`src/rtl/rc4_pkg.sv`:
```
// rc4_pkg: declarations shared by the RC4 stages.
//   prga_state_t       - PRGA/decrypt FSM states (one per cycle, 12 per byte)
//   ASCII_LOW/HIGH     - bounds of the lowercase letters accepted as plaintext
//   ASCII_SPACE        - the only other accepted plaintext character
//   DEFAULT_MSG_LENGTH - default number of message bytes
package rc4_pkg;

   typedef enum logic [3:0] {
      ST_IDLE,
      ST_READ_I,
      ST_WAIT_I,
      ST_LATCH_I,
      ST_READ_J,
      ST_WAIT_J,
      ST_LATCH_J,
      ST_WRITE_I,
      ST_WRITE_J,
      ST_READ_F,
      ST_WAIT_F,
      ST_LATCH_F,
      ST_WRITE_OUT,
      ST_DONE
   } prga_state_t;

   localparam logic [7:0] ASCII_LOW   = 8'h61;
   localparam logic [7:0] ASCII_HIGH  = 8'h7A;
   localparam logic [7:0] ASCII_SPACE = 8'h20;

   localparam int DEFAULT_MSG_LENGTH = 32;

endpackage

```
`src/rtl/ascii_char_check.sv`:
```
// ascii_char_check: flags a byte as readable plaintext.
//   char_i   [7:0] : candidate plaintext byte
//   is_valid       : 1 when char_i is 'a'..'z' or a space
module ascii_char_check
   import rc4_pkg::*;
(
   input  logic [7:0] char_i,
   output logic       is_valid
);

   assign is_valid = ((char_i >= ASCII_LOW) && (char_i <= ASCII_HIGH)) ||
                     (char_i == ASCII_SPACE);

endmodule

```
`src/rtl/prga_decrypt.sv`:
```
// prga_decrypt: RC4 pseudo-random generation + XOR decrypt stage.
// Owns the S memory port after the key schedule has finished, generates
// MSG_LENGTH keystream bytes, XORs them with the encrypted ROM bytes and
// writes the plaintext into the decrypted-result RAM.
//
// Ports:
//   CLOCK_50, reset      : clock, asynchronous active-high reset
//   start                : one-cycle start pulse, honoured in IDLE or DONE only
//   rom_data             : encrypted message bytes, held stable while busy
//   s_data_in            : S memory read data (one cycle after the address)
//   s_address_out/s_data_out/s_write_enable_out : S memory port
//   dec_address_out/dec_data_out/dec_write_enable_out : plaintext RAM port
//   busy                 : high while a run is in progress
//   done                 : level, high in DONE until the next start or reset
//   result_valid         : plaintext readable; meaningful while done is high
//
// Build option: define PRGA_VALIDITY_CHECK_EN to check every plaintext byte
// and abort the run at the first unreadable one (that byte is still written).
module prga_decrypt
   import rc4_pkg::*;
#(
   parameter int MSG_LENGTH = DEFAULT_MSG_LENGTH,
   parameter int K_W        = $clog2(MSG_LENGTH)
)
(
   input  logic                        CLOCK_50,
   input  logic                        reset,
   input  logic                        start,
   input  logic [MSG_LENGTH-1:0][7:0]  rom_data,
   input  logic [7:0]                  s_data_in,
   output logic [7:0]                  s_address_out,
   output logic [7:0]                  s_data_out,
   output logic                        s_write_enable_out,
   output logic [K_W-1:0]              dec_address_out,
   output logic [7:0]                  dec_data_out,
   output logic                        dec_write_enable_out,
   output logic                        busy,
   output logic                        done,
   output logic                        result_valid
);

   prga_state_t    state_q;
   logic [7:0]     i_q, j_q, si_q, sj_q, f_q;
   logic [K_W-1:0] k_q;
   logic           valid_q;

   logic [7:0]     j_d;
   logic [7:0]     plain_d;
   logic           last_byte;
   logic           byte_ok;

   assign j_d       = j_q + s_data_in;
   assign plain_d   = f_q ^ rom_data[k_q];
   assign last_byte = (k_q == K_W'(MSG_LENGTH - 1));

`ifdef PRGA_VALIDITY_CHECK_EN
   ascii_char_check u_char_check (
      .char_i   (plain_d),
      .is_valid (byte_ok)
   );
`else
   assign byte_ok = 1'b1;
`endif

   always_ff @(posedge CLOCK_50 or posedge reset) begin
      if (reset) begin
         state_q <= ST_IDLE;
         i_q     <= '0;
         j_q     <= '0;
         si_q    <= '0;
         sj_q    <= '0;
         f_q     <= '0;
         k_q     <= '0;
         valid_q <= 1'b0;
      end else begin
         case (state_q)
            ST_IDLE, ST_DONE: begin
               if (start) begin
                  i_q     <= 8'd1;
                  j_q     <= 8'd0;
                  k_q     <= '0;
                  valid_q <= 1'b1;
                  state_q <= ST_READ_I;
               end
            end
            ST_READ_I:  state_q <= ST_WAIT_I;
            ST_WAIT_I:  state_q <= ST_LATCH_I;
            ST_LATCH_I: begin
               si_q    <= s_data_in;
               j_q     <= j_d;
               state_q <= ST_READ_J;
            end
            ST_READ_J:  state_q <= ST_WAIT_J;
            ST_WAIT_J:  state_q <= ST_LATCH_J;
            ST_LATCH_J: begin
               sj_q    <= s_data_in;
               state_q <= ST_WRITE_I;
            end
            ST_WRITE_I: state_q <= ST_WRITE_J;
            ST_WRITE_J: state_q <= ST_READ_F;
            ST_READ_F:  state_q <= ST_WAIT_F;
            ST_WAIT_F:  state_q <= ST_LATCH_F;
            ST_LATCH_F: begin
               f_q     <= s_data_in;
               state_q <= ST_WRITE_OUT;
            end
            ST_WRITE_OUT: begin
               k_q <= k_q + 1'b1;
               i_q <= i_q + 8'd1;
               if (!byte_ok) begin
                  valid_q <= 1'b0;
               end
               state_q <= (last_byte || !byte_ok) ? ST_DONE : ST_READ_I;
            end
            default:    state_q <= ST_IDLE;
         endcase
      end
   end

   // The read address is held through the wait and latch cycles so that the
   // data is correct whether the RAM registers only its address or its output too.
   always_comb begin
      s_address_out        = '0;
      s_data_out           = '0;
      s_write_enable_out   = 1'b0;
      dec_address_out      = '0;
      dec_data_out         = '0;
      dec_write_enable_out = 1'b0;
      case (state_q)
         ST_READ_I, ST_WAIT_I, ST_LATCH_I: s_address_out = i_q;
         ST_READ_J, ST_WAIT_J, ST_LATCH_J: s_address_out = j_q;
         ST_WRITE_I: begin
            s_address_out      = i_q;
            s_data_out         = sj_q;
            s_write_enable_out = 1'b1;
         end
         ST_WRITE_J: begin
            s_address_out      = j_q;
            s_data_out         = si_q;
            s_write_enable_out = 1'b1;
         end
         ST_READ_F, ST_WAIT_F, ST_LATCH_F: s_address_out = si_q + sj_q;
         ST_WRITE_OUT: begin
            dec_address_out      = k_q;
            dec_data_out         = plain_d;
            dec_write_enable_out = 1'b1;
         end
         default: ;
      endcase
   end

   assign busy         = (state_q != ST_IDLE) && (state_q != ST_DONE);
   assign done         = (state_q == ST_DONE);
   // Without the checker valid_q is never cleared, so this reads as done.
   assign result_valid = done && valid_q;

endmodule

```
`config.mk`:
```
export PLATFORM = sky130hd
export DESIGN_NAME = prga_decrypt
export DESIGN_NICKNAME = d
export VERILOG_FILES = /design/src/rtl/rc4_pkg.sv /design/src/rtl/ascii_char_check.sv /design/src/rtl/prga_decrypt.sv
export SDC_FILE = /design/constraint.sdc
export NUM_CORES = 1
export LEC_CHECK = 0
export BUFFER_PORTS_ARGS = -buffer_cell sky130_fd_sc_hd__buf_2
export CORE_MARGIN = 3
export CORE_UTILIZATION = 42
export DETAILED_ROUTE_END_ITERATION = 12
export PLACE_DENSITY = 0.78
export SLEW_MARGIN = 20
export SYNTH_ARGS = -nofsm -noshare
export SYNTH_HDL_FRONTEND = slang
export SYNTH_SLANG_ARGS = --single-unit
```
`constraint.sdc`:
```
create_clock -name CLOCK_50 -period 2.2 [get_ports CLOCK_50]
set_clock_uncertainty 0.2 [all_clocks]
set_input_delay 0.22 -clock CLOCK_50 [delete_from_list [all_inputs] [get_ports CLOCK_50]]
set_output_delay 0.22 -clock CLOCK_50 [all_outputs]
set_load 0.02 [all_outputs]
```
After elaboration in Yosys (flattened, before gate mapping). Cells that the tools add are included.

Equality and inequality tests: 16. Reduce and logical (&&, ||, !) cells: 14. $lt $le $gt $ge: 1. Multiplexer cells: 17. Bitwise logic cells: 1. Add/sub/neg operators: 4.

Operators with widths (number): case mux 4 bit (13 select lines) (1); case mux 8 bit (2 select lines) (3); binary-select mux 8 bit (select 5 bit) (1); 2-to-1 mux 8 bit (4); == test 4 bit (second input constant) (6); case mux 8 bit (3 select lines) (1); adder 8 bit (2); == test 4 x 3 -> 1 bit (second input constant) (4); 2-to-1 mux 5 bit (2); case mux 5 bit (2 select lines) (1); adder 8 x 1 -> 8 bit (second input constant) (1); == test 4 x 2 -> 1 bit (second input constant) (2); 2-to-1 mux 4 bit (2); OR reduction 4 bit (2); bitwise XOR 8 bit (1); less-than comparator 5 x 6 -> 1 bit (second input constant) (1); AND reduction 2 bit (3); adder 5 x 1 -> 5 bit (second input constant) (1); == test 5 bit (second input constant) (1); == test 4 x 1 -> 1 bit (second input constant) (1); logical NOT 4 bit (1); inequality test 4 bit (second input constant) (1); nonzero test 2 bit (2); nonzero test 4 bit (1); other kinds (5) (8).

Output and inout port bits: 34. Register bits after elaboration: 50. Word-level logic and storage cells: 61. Bits of input ports: 267.

Longest topological paths before layout.
Word-level depth: 4. Depth in mapped cells: 10. Gate-level depth less buffers: 9.

Worst setup path after synthesis. Ideal clock, no wire load.

Path kind: register to output. From: reg k_q[0]. To: out dec_data_out[0]. Buffers on the path: 3. Data arrival time: 2.115 ns. Path slack: -0.335 ns. Cell stages (with the launch flop): 9. Path through: dfrtp_1 buf_6 buf_12 buf_12 mux4_2 a221oi_2 o32ai_2 xnor2_1 nor2_1.

Word-level cells in the longest chain between the ends: 4.

Ends and longest elaborated chain: start, declared (RTL line prga_decrypt.sv:44) `logic [K_W-1:0] k_q;`; start signal, assigned (RTL line prga_decrypt.sv:108) `k_q <= k_q + 1'b1;`; binary-select mux 8 bit (select 5 bit) (RTL line prga_decrypt.sv:53) `assign plain_d = f_q ^ rom_data[k_q];`; 2-to-1 mux 8 bit (not written as such) (RTL line prga_decrypt.sv:53); bitwise XOR 8 bit (RTL line prga_decrypt.sv:53); 2-to-1 mux 8 bit (RTL line prga_decrypt.sv:129) `case (state_q)`; end, declared (RTL line prga_decrypt.sv:35) `output logic [7:0] dec_data_out,`.

Every way passes these cells. The select of a mux whose other input is x is not followed.

Worst setup path after layout. Ends and elaborated chain as after synthesis.

==> summary.md <==
| Metric | Value |
|---|---|
| Synth Area in Simple Gates | `10.02%` |
| Mapped cell area | `5772 sq um` |
| Status | `complete, but fails checks` |
| Later-pin clock latency in the skew report | `0.29 ns` |
| Cell Rows | `42` |
| Share of layout cells above drive strength 1 | `62.08%` |
| Initial antenna violation count | `5` |
| Initial Util | `43.24%` |
| Area of the die | `15,180 sq um` |
| Switching part of the total | `41.24%` |
| Synth unique cells | `54` |
| Initial DRC Count | `467` |
| Internal | `0.005204 W` |
| Crit path required time | `1.78 ns` |
| Routed len/inst | `22.08 microns` |
| Xor/xnor share of the synthesized area | `3.035%` |
| Critical path data arrival time | `2.60 ns` |
| CP peak stage delay | `0.58 ns` |
| Fill cells | `1,078` |
| Area occupied by multi-input gates | `4377 sq um` |
| Synth warn | `0` |
| Synth Area per Inst | `11.21 sq um` |
| Post-DRT Antenna Nets | `0` |
| # setup viols final | `15` |
| Worst-path cell chain | `buf_4 > mux4_1 > o41ai_2 > o32ai_4 > xnor2_2 > nor2_2 > buf_6` |
| Flop pwr share | `19.1%` |
| Final wirelength | `23,260 microns` |
| Crit Reg-Reg Startpoint | `k_q[0]$_DFFE_PP0P_` |
| Yosys reg bits | `50` |
| I/O Pins | `301` |
| Ys flop type | `dfrtp_1` |
| Worst-margin pin slew | `0.7839 ns` |
| Hold crit path type | `in2reg` |
| R2R depth | `9` |
| DR pass1 iterations | `5` |
| R2r setup slk | `0.06 ns` |
| Syn-to-layout area delta | `48.36%` |
| Syn nets | `801` |
| Core Area | `13,350 sq um` |
| Hold Crit Endpoint | `si_q[0]$_DFFE_PP0P_` |
| RSZ-0062 raised after global routing | `yes` |
| Clock Sinks | `50` |
| Longest Clk Path Bufs | `2` |
| Synth Area in Compound Gates | `17.60%` |
| Final Hold Violating Endpoints | `0` |
| Time the worst path needs with I/O delays and setup | `3.017 ns` |
| Final period util | `137.1%` |
| Die W | `123.2 microns` |
| CTS root buffer | `clkbuf_16` |
| Placed cell areas | `7961 sq um` |
| Clock transition at path regs | `0.07 ns` |
| Worst Slack Setup Final | `-0.8167 ns` |
| Async S/R FF share, synth | `100.0%` |
| Mux cell area share after synthesis | `36.90%` |
| DR vias/cell | `6.002` |
| Lkg Pwr | `3.907 nW` |
| Die H | `123.2 microns` |
| Largest family of logic cells by synthesized area | `multiplexers` |
| Final Util | `64.15%` |
| Slew HR | `47.63%` |
| Pwr/cell area | `1034 nW/um^2` |
| CP Capture Type | `primary output` |
| Peak VDD IR | `0.5447 mV` |
| Crit start category | `register` |
| Total grt overflow | `0` |
| Vias in the first global route | `6,136` |
| Combinational fraction of design power | `69.6%` |
| DPL Wire Length | `18,870 microns` |
| Clk pwr share | `11.3%` |
| Hold path startpoint | `s_data_in[0]` |
| Failing checks | `negative setup slack` |
| Setup CP Type | `reg2out` |
| Post-synthesis adder-cell area fraction | `4.379%` |
| CTS tree | `built` |
| Max-slew violations | `0` |
| Max-cap viol count | `0` |
| # nets final | `1,158` |
| Final instance area | `8563 sq um` |
| First-pass GRT wire length | `33,000 microns` |
| EDFF count, synth | `0` |
| Reg area | `1261 sq um` |
| Total GRT Usage | `28.61%` |
| Largest net degree at the start of global routing | `30` |
| CTS buffer count | `5` |
| Critical path's slowest cell | `mux4_1` |
| DRC violations left | `0` |
| Port bufs | `300` |
| Gpl congestion | `0.9165` |
| Fin Hold WS | `0.01671 ns` |
| Fmax | `0.3315 GHz` |
| Via count | `6,320` |
| CP max FO | `5` |
| Max H-tree Level | `2` |
| Sw power | `0.003652 W` |
| Hold depth | `2` |
| Worst r2r dst | `state_q[2]$_DFFE_PP0P_` |
| Post-Syn Instances | `515` |
| Sequential area share after synthesis | `21.68%` |
[cells by family (layout without fill, tap and decap cells)]
| group | count (synthesis) | in the layout |
|---|---|---|
| compound gates | 127 | 127 |
| xor+xnor | 20 | 20 |
| fa+ha+maj | 19 | 19 |
| buf+inv | 58 | 416 |
| flops | 50 | 50 |
| mux | 122 | 122 |
| other cells | 0 | 4 |
| simple gates | 119 | 119 |
[power groups by stage]
stage	clock (W)	sequential (W)	combinational, W
after floorplan	0	0.00151	0.00386
after global placement	0	0.00165	0.00530
after detailed placement	0	0.00167	0.00542
after CTS	0.00101	0.00167	0.00577
after global routing	0.00105	0.00173	0.00657
final	0.00100	0.00169	0.00616
[worst max-delay path: cells and delay by family (launching register included)]
family	cells	cell delay (ns)
xor+xnor	1	0.17
mux	1	0.58
compound gates	2	0.66
simple gates	1	0.12
flops	1	0.49
buf+inv	2	0.28
[area by class of cell]
cell class                 count  share of cell area, %
clock buffer                   5                  1.461
multi-input combinational    407                  51.11
clock inverter                 3                 0.8036
antenna                        4                 0.1169
tap                          176                  2.572
inverter                      15                 0.6575
sequential                    50                  14.73
timing repair buffer         393                  28.55
[synth_stat cells (2+ instances only)]
| library cell | n | area [sq um] |
|---|---|---|
| a21o_1 | 3 | 22.52 |
| a21oi_1 | 14 | 70.07 |
| a221o_1 | 4 | 40.04 |
| a221oi_2 | 8 | 120.1 |
| a22o_1 | 16 | 140.1 |
| a22oi_1 | 4 | 30.03 |
| and2_1 | 7 | 43.79 |
| and3_1 | 5 | 31.28 |
| buf_1 | 6 | 22.52 |
| buf_12 | 7 | 140.1 |
| buf_2 | 6 | 30.03 |
| buf_4 | 2 | 15.01 |
| buf_6 | 3 | 33.78 |
| clkbuf_1 | 19 | 71.32 |
| dfrtp_1 | 50 | 1251 |
| fa_1 | 2 | 40.04 |
| ha_1 | 17 | 212.7 |
| inv_1 | 14 | 52.55 |
| mux2_2 | 23 | 259.0 |
| mux2i_1 | 35 | 350.3 |
| mux4_1 | 21 | 551.8 |
| mux4_2 | 43 | 968.4 |
| nand2_1 | 17 | 63.81 |
| nand2b_1 | 6 | 37.54 |
| nand3_1 | 17 | 85.08 |
| nand4_1 | 4 | 25.02 |
| nor2_1 | 42 | 157.7 |
| nor2b_1 | 7 | 43.79 |
| nor3_1 | 6 | 30.03 |
| o21a_1 | 4 | 30.03 |
| o21ai_0 | 15 | 75.07 |
| o21ai_1 | 14 | 70.07 |
| o21bai_1 | 2 | 15.01 |
| o221ai_1 | 9 | 78.83 |
| o22ai_1 | 10 | 62.56 |
| o31ai_1 | 3 | 22.52 |
| o32ai_2 | 8 | 130.1 |
| o41ai_1 | 7 | 61.31 |
| or3b_1 | 2 | 17.52 |
| xnor2_1 | 16 | 140.1 |
| xor2_1 | 4 | 35.03 |
[per-layer routing]
layer	vias to the layer above	global-route usage, %	wire [microns]
met3	43	4.941	1820
li1	2794	-	-
met5	-	0	15
met2	360	49.10	11630
met1	3121	37.25	9304
met4	2	8.028	484
[cell usage in the layout (no fill, tap or decap), types with 12 or more instances in the layout]
cell type and count:
buf_2 287, ha_1 14, buf_4 76, nor2_1 32, buf_6 14, nand3_1 17, a22o_1 14, mux2_2 23
o21ai_0 12, xnor2_1 15, inv_1 12, mux4_1 12, nand2_1 17, dfrtp_1 44, mux2i_1 35, o21ai_1 14
mux4_2 52
[flip-flops by register name, summed over array words and instances (netlist names)]
| signal | cells |
|---|---|
| f_q | 8 |
| i_q | 8 |
| j_q | 8 |
| si_q | 8 |
| sj_q | 8 |
| k_q | 5 |
| state_q | 4 |
| valid_q | 1 |
[through the flow]
step                      setup WS [ns]  TNS (ns)  cells  power [W]
after floorplan                 -0.2426    -1.893    515   0.005372
after global placement          -0.5747    -4.559   1026   0.006951
after detailed placement        -0.5827    -4.872   1026   0.007091
after CTS                       -0.8190    -8.173   1037   0.008459
after global routing            -0.8847    -10.07   1053   0.009347
final                           -0.8167    -8.469   1053   0.008855
[what timing repair did]
action / in CTS / in global routing
endpoints found under the setup margin: 23 / 37
hold endpoints to repair: 22 / 0
gates cloned: 0 / 1
pin swaps: 13 / 6
resized for setup: 46 / 32
buffers inserted: 2 / 12
hold buffers: 2 / 0
[worst max-delay path by stage]
stage / from / endpoint / slack, ns / cells past startpoint
floorplan: k_q[0]$_DFFE_PP0P_ / dec_data_out[0] / -0.24 / 8
global placement: k_q[0]$_DFFE_PP0P_ / dec_data_out[2] / -0.57 / 8
detailed placement: k_q[0]$_DFFE_PP0P_ / dec_data_out[2] / -0.58 / 8
CTS: k_q[0]$_DFFE_PP0P_ / dec_data_out[0] / -0.82 / 8
global route: k_q[0]$_DFFE_PP0P_ / dec_data_out[5] / -0.88 / 9
finish: k_q[0]$_DFFE_PP0P_ / dec_data_out[0] / -0.82 / 7
Note: power is estimated with default switching activity, not from simulation.
